### config.mk
export PLATFORM = sky130hd
export DESIGN_NAME = score_display
export DESIGN_NICKNAME = d
export VERILOG_FILES = /design/src/rtl/score_display.sv
export SDC_FILE = /design/constraint.sdc
export NUM_CORES = 1
export LEC_CHECK = 0
export CAP_MARGIN = 20
export CORE_ASPECT_RATIO = 1.1
export CORE_UTILIZATION = 52
export CTS_CLUSTER_SIZE = 40
export DETAILED_ROUTE_END_ITERATION = 8
export PLACE_DENSITY = 0.71
export REMOVE_ABC_BUFFERS = 1
export SLEW_MARGIN = 20
export SYNTH_ARGS = -nofsm -noshare
export SYNTH_HDL_FRONTEND = slang
export SYNTH_SLANG_ARGS = --single-unit
### constraint.sdc
create_clock -name clk -period 2.1 [get_ports clk]
set_clock_uncertainty 0.15 [all_clocks]
set_input_delay 0.315 -clock clk [delete_from_list [all_inputs] [get_ports clk]]
set_output_delay 0.315 -clock clk [all_outputs]
set_load 0.02 [all_outputs]
### src/rtl/score_display.sv
// score_display
// Per-team scoreboard display driver. Watches the binary team score and
// converts each new value to 4-digit BCD with a sequential double-dabble
// engine (one bit per clock). The latched BCD value is scanned onto a
// 4-digit multiplexed 7-segment display, with optional leading-zero blanking.
//
// Ports:
//   clk        system clock
//   reset      asynchronous active-low reset
//   score      11-bit binary score (0..2047), may change on any cycle
//   seg        active-low segments, bit6=g .. bit0=a (registered)
//   an         active-low digit enables, an[0]=ones .. an[3]=thousands (registered)
//   bcd        BCD of the last converted score, [15:12]=thousands
//   bcd_valid  single-cycle pulse when bcd updates
//   busy       high while a conversion is in progress
module score_display #(
  parameter int SCAN_DIV      = 50000,
  parameter bit BLANK_LEADING = 1'b1
) (
  input  logic        clk,
  input  logic        reset,
  input  logic [10:0] score,
  output logic [6:0]  seg,
  output logic [3:0]  an,
  output logic [15:0] bcd,
  output logic        bcd_valid,
  output logic        busy
);

  localparam int CNT_W = (SCAN_DIV > 2) ? $clog2(SCAN_DIV) : 1;
  localparam logic [CNT_W-1:0] CNT_LAST = CNT_W'(SCAN_DIV - 1);

  localparam logic [1:0] S_IDLE  = 2'd0;
  localparam logic [1:0] S_SHIFT = 2'd1;
  localparam logic [1:0] S_DONE  = 2'd2;

  logic [1:0]       state_q, state_d;
  logic [10:0]      lastScore_q, lastScore_d;
  logic [10:0]      shreg_q, shreg_d;
  logic [15:0]      acc_q, acc_d;
  logic [3:0]       bitCnt_q, bitCnt_d;
  logic [15:0]      bcd_q, bcd_d;
  logic             bcdValid_q, bcdValid_d;
  logic [15:0]      adjAcc;

  logic [CNT_W-1:0] scanCnt_q, scanCnt_d;
  logic [1:0]       digitIdx_q, digitIdx_d;
  logic [3:0]       an_q, an_d;
  logic [6:0]       seg_q, seg_d;
  logic [3:0]       curNibble;
  logic             blankSlot;

  // Double-dabble correction: any BCD nibble of 5 or more would exceed 9
  // after the next doubling, so bump it by 3 to carry into the next digit.
  function automatic logic [15:0] add3(input logic [15:0] a);
    logic [15:0] r;
    r = a;
    for (int i = 0; i < 4; i++) begin
      if (a[i*4 +: 4] >= 4'd5) begin
        r[i*4 +: 4] = a[i*4 +: 4] + 4'd3;
      end
    end
    return r;
  endfunction

  // Active-low gfedcba patterns; non-decimal nibbles are shown blank.
  function automatic logic [6:0] segOf(input logic [3:0] n);
    logic [6:0] s;
    case (n)
      4'd0:    s = 7'b1000000;
      4'd1:    s = 7'b1111001;
      4'd2:    s = 7'b0100100;
      4'd3:    s = 7'b0110000;
      4'd4:    s = 7'b0011001;
      4'd5:    s = 7'b0010010;
      4'd6:    s = 7'b0000010;
      4'd7:    s = 7'b1111000;
      4'd8:    s = 7'b0000000;
      4'd9:    s = 7'b0010000;
      default: s = 7'b1111111;
    endcase
    return s;
  endfunction

  // Conversion FSM. A capture happens only from IDLE, so a score that moves
  // mid-conversion is picked up by the comparison once the engine is idle
  // again, and the last stable value always ends up displayed.
  always_comb begin
    state_d     = state_q;
    lastScore_d = lastScore_q;
    shreg_d     = shreg_q;
    acc_d       = acc_q;
    bitCnt_d    = bitCnt_q;
    bcd_d       = bcd_q;
    bcdValid_d  = 1'b0;
    adjAcc      = add3(acc_q);
    case (state_q)
      S_IDLE: begin
        if (score != lastScore_q) begin
          shreg_d     = score;
          lastScore_d = score;
          acc_d       = '0;
          bitCnt_d    = '0;
          state_d     = S_SHIFT;
        end
      end
      S_SHIFT: begin
        {acc_d, shreg_d} = {adjAcc, shreg_q} << 1;
        bitCnt_d         = bitCnt_q + 4'd1;
        if (bitCnt_q == 4'd10) begin
          state_d = S_DONE;
        end
      end
      S_DONE: begin
        bcd_d      = acc_q;
        bcdValid_d = 1'b1;
        state_d    = S_IDLE;
      end
      default: state_d = S_IDLE;
    endcase
  end

  always_ff @(posedge clk or negedge reset) begin
    if (!reset) begin
      state_q     <= S_IDLE;
      lastScore_q <= '0;
      shreg_q     <= '0;
      acc_q       <= '0;
      bitCnt_q    <= '0;
      bcd_q       <= '0;
      bcdValid_q  <= 1'b0;
    end else begin
      state_q     <= state_d;
      lastScore_q <= lastScore_d;
      shreg_q     <= shreg_d;
      acc_q       <= acc_d;
      bitCnt_q    <= bitCnt_d;
      bcd_q       <= bcd_d;
      bcdValid_q  <= bcdValid_d;
    end
  end

  // Digit scan: each digit holds for SCAN_DIV cycles. A digit above the ones
  // place is blanked when it and every more significant digit are zero.
  always_comb begin
    scanCnt_d  = scanCnt_q + CNT_W'(1);
    digitIdx_d = digitIdx_q;
    if (scanCnt_q == CNT_LAST) begin
      scanCnt_d  = '0;
      digitIdx_d = digitIdx_q + 2'd1;
    end
    curNibble = bcd_q[digitIdx_q*4 +: 4];
    case (digitIdx_q)
      2'd1:    blankSlot = BLANK_LEADING && (bcd_q[15:4]  == 12'd0);
      2'd2:    blankSlot = BLANK_LEADING && (bcd_q[15:8]  == 8'd0);
      2'd3:    blankSlot = BLANK_LEADING && (bcd_q[15:12] == 4'd0);
      default: blankSlot = 1'b0;
    endcase
    if (blankSlot) begin
      an_d  = 4'b1111;
      seg_d = 7'b1111111;
    end else begin
      an_d  = ~(4'b0001 << digitIdx_q);
      seg_d = segOf(curNibble);
    end
  end

  always_ff @(posedge clk or negedge reset) begin
    if (!reset) begin
      scanCnt_q  <= '0;
      digitIdx_q <= '0;
      an_q       <= 4'b1111;
      seg_q      <= 7'b1111111;
    end else begin
      scanCnt_q  <= scanCnt_d;
      digitIdx_q <= digitIdx_d;
      an_q       <= an_d;
      seg_q      <= seg_d;
    end
  end

  assign seg       = seg_q;
  assign an        = an_q;
  assign bcd       = bcd_q;
  assign bcd_valid = bcdValid_q;
  assign busy      = (state_q != S_IDLE);

endmodule

==> reports/metrics.csv <==
stage,metric,value,unit
synth,top cell type's share of synthesized area,43.7,%
placed_design,worst slack at placement,-61.2,ps
routing,vias,3249,
min_path,HP Class,reg -> reg,
final_layout,n_diodes,0,
synth,Post-Syn Area,4520,sq um
worst_setup_path,Crit Reg-Reg Endpoint,scanCnt_q[9],
flow_run,Max-cap violations,0,
synth,Synth area leader,dfrtp_1,
synth,"EDFF count, synth",0,
clock_tree,CTS Buf Count,9,
die,Die Ht,99.8,um
global_routing,initial antenna violation count,0,
clock_tree,Root Driver,clkbuf_8,
synth,Synth cell types,45,
synth,complex-gate fraction of the synthesized area,11.7,%
die,total core area,8410,sq um
sta,Final Setup Violations,0,
clock_tree,Num Clock Sinks,90,
final_layout,final core utilization,64.7,%
die,Die X,90.9,um
synth,synthesized-area fraction occupied by adder cells,5.81,%
die,Cell Rows,35,
min_path,hold depth,1,
clock_tree,H-tree levels,3,
clock_tree,"CTS clk-pin slew, worst paths",100,ps
worst_setup_path,CP arrival,2050,ps
routing,first-pass iteration count of the detailed router,4,
routing,wire per inst,15.1,um
worst_setup_path,Worst EP required,2200,ps
sta,setup ws final,148,ps
clock_tree,Worst-Skew Late Latency,350,ps
final_layout,number of fill cells in the layout,698,
synth,cells after synthesis,418,
worst_setup_path,startpoint types,register,
global_routing,GRT Util Overall,21.2,%
final_layout,nets,516,
routing,Routed Antenna Nets,0,
synth,list of most frequent post-synthesis cells,"dfrtp_1 (79), nand2_1 (38), o21ai_0 (30)",
final_layout,synth-to-layout area growth,20.4,%
global_routing,vias in the first global route,3273,
sta,min cycle time layout,1950,ps
synth,combinational family with the most area after synthesis,simple AND/OR/NAND/NOR gates,
synth,Synth Register Bits,90,
global_routing,first-pass GRT wire length,15.3,mm
final_layout,layout cells sized above 1,20.5,%
global_routing,global route overflow,0,
routing,DRC Markers,0,
synth,Post-synth ARST share,100,%
synth,Post-Synth Simple-Gate Area,15.4,%
power_and_ir_drop,overall power,7280,uW
synth,YS warnings,0,
sta,count of final hold-check violations,0,
clock_tree,post-CTS setup buffers,0,
synth,Syn Area/Cell,10.8,sq um
synth,mux cell area share after synthesis,7.45,%
power_and_ir_drop,PD cells,1340,nW/um^2
sta,Worst slew margin,54.1,%
power_and_ir_drop,Leak,0.00236,uW
placed_design,port bufs,41,
power_and_ir_drop,Peak VDD IR,0.789,mV
die,Top-Level Pins,42,
worst_setup_path,endpoint type of the worst setup path,register,
synth,register area share after synthesis,50.1,%
routing,via density per instance,5.43,
sta,Final Cycle Share,93.0,%
die,die area,9070,sq um
placed_design,DP HPWL,6.52,mm
synth,top-count cell post-synth,dfrtp_1,
worst_setup_path,reg2reg start,scanCnt_q[7],
clock_tree,clock tree buffer depth,2,
synth,xor and xnor area share after synthesis,5.42,%
placed_design,Final Wtd Congestion,0.864,
clock_tree,CTS tree,built,
min_path,Worst Hold End,state_q[1],
sta,total negative setup slack,0,ps
min_path,hold_sp,bitCnt_q[2],
routing,First DRT Iteration DRCs,102,
worst_setup_path,CP Class,reg -> reg,
worst_setup_path,R2R setup slack,150,ps
sta,Worst-Margin Slew,682,ps
die,Initial Util,53.8,%
global_routing,largest net degree at the start of global routing,91,
sta,fmax,512,MHz
synth,Post-synth top flop,dfrtp_1,
routing,drt total wl,9.05,mm
worst_setup_path,cell depth of the worst flop-to-flop path,4,
sta,RSZ-0062 raised after global routing,no,
worst_setup_path,CP max FO,5,
sta,fin. max-slew vios,0,
synth,largest cells by area after synthesis,"dfrtp_1 (44%), dfstp_2 (6.4%), ha_1 (5.8%)",
outcome,status,completed,
[cells in the final DEF (no fill, tap or decap), types with 2 or more instances in the layout]
master / instances
dfrtp_1: 77
clkdlybuf4s50_1: 39
nand2_1: 38
o21ai_0: 30
buf_4: 28
nor2_1: 25
inv_1: 24
mux2_2: 21
ha_1: 21
nand2b_1: 20
xnor2_1: 19
a211oi_1: 14
a21oi_1: 11
dfstp_2: 11
o221a_2: 10
nand3_1: 9
xor2_1: 9
clkbuf_8: 9
o31ai_1: 6
nor3_1: 6
nand4_1: 5
nor4_1: 4
mux4_2: 4
o21ai_1: 4
and4_1: 3
nor2b_1: 3
and3_1: 3
nand3b_1: 3
or3_1: 2
or2b_1: 2
clkinv_4: 2
bufinv_16: 2
clkinvlp_4: 2
dfrtp_2: 2
[report_power, final]
part,internal [uW],total (uW),switching [uW]
Combinational,1580,3130,1560
Clock,678,1310,629
Sequential,2370,2840,465
Total,4630,7280,2650
[final cells by class]
type	instances	area, sq um	area share (%)
flip-flops and latches	90	2270	41.7
repair buffers	70	639	11.7
clock buffers	9	124	2.28
inverters	24	90.1	1.66
well taps	111	139	2.55
multi-input cells	287	2080	38.2
clock inverters	7	101	1.86
[worst max-delay path: stages (launching register included)]
cell and delay [ps]:
dfrtp_1 440, or4b_1 590, nor4_4 340, o21ai_0 140, a22o_1 180
[stage by stage]
| stage | instances | area, sq um | hold WS (ps) |
|---|---|---|---|
| 5_1_grt | 598 | 5440 | 379 |
| 6_report | 598 | 5440 | 359 |
| 3_3_place_gp | 581 | 5200 | 247 |
| 4_1_cts | 598 | 5430 | 365 |
| 3_5_place_dp | 581 | 5200 | 242 |
| 2_1_floorplan | 401 | 4430 | -131 |
[cell families (layout without fill, tap and decap cells)]
group | after synthesis | after routing
flip-flops | 90 | 90
AND/OR/NAND/NOR | 133 | 133
adder cells (fa/ha/maj) | 21 | 21
XOR/XNOR | 28 | 28
buffers and inverters | 41 | 110
multiplexers | 26 | 26
AO/OA/AOI/OAI | 79 | 79
[flip-flops by register name, summed over array words and instances, names as in the netlist]
| register | cells |
|---|---|
| state_q | 2 |
| bcd_valid | 1 |
| digitIdx_q | 2 |
| shreg_q | 11 |
| bcd | 16 |
| acc_q | 16 |
| an | 4 |
| scanCnt_q | 16 |
| seg | 7 |
| bitCnt_q | 4 |
| lastScore_q | 11 |
[routing by layer]
layer / GRT usage, % / vias to the layer above / wire, um
met4: 8.30 / 0 / 129
li1: - / 1583 / -
met1: 27.4 / 1596 / 4150
met3: 3.11 / 8 / 284
met5: 0 / - / 0
met2: 36.4 / 62 / 4480
[worst max path at each step]
stage	from	endpoint	slack (ps)	depth (start not counted)
2_1_floorplan	state_q[1]	bitCnt_q[2]	-350	4
3_3_place_gp	score[9]	lastScore_q[6]	-50	5
3_5_place_dp	score[9]	shreg_q[6]	-60	6
4_1_cts	scanCnt_q[7]	scanCnt_q[9]	70	4
5_1_grt	digitIdx_q[0]	seg[5]	50	5
6_report	scanCnt_q[7]	scanCnt_q[9]	150	4
[timing repair]
item	CTS	global route
gates resized for setup	2	2
hold buffers	1	0
endpoints found under the setup margin	1	10
pin swaps	0	0
hold endpoints to repair	79	0
Note: power is estimated with default switching activity, not from simulation.
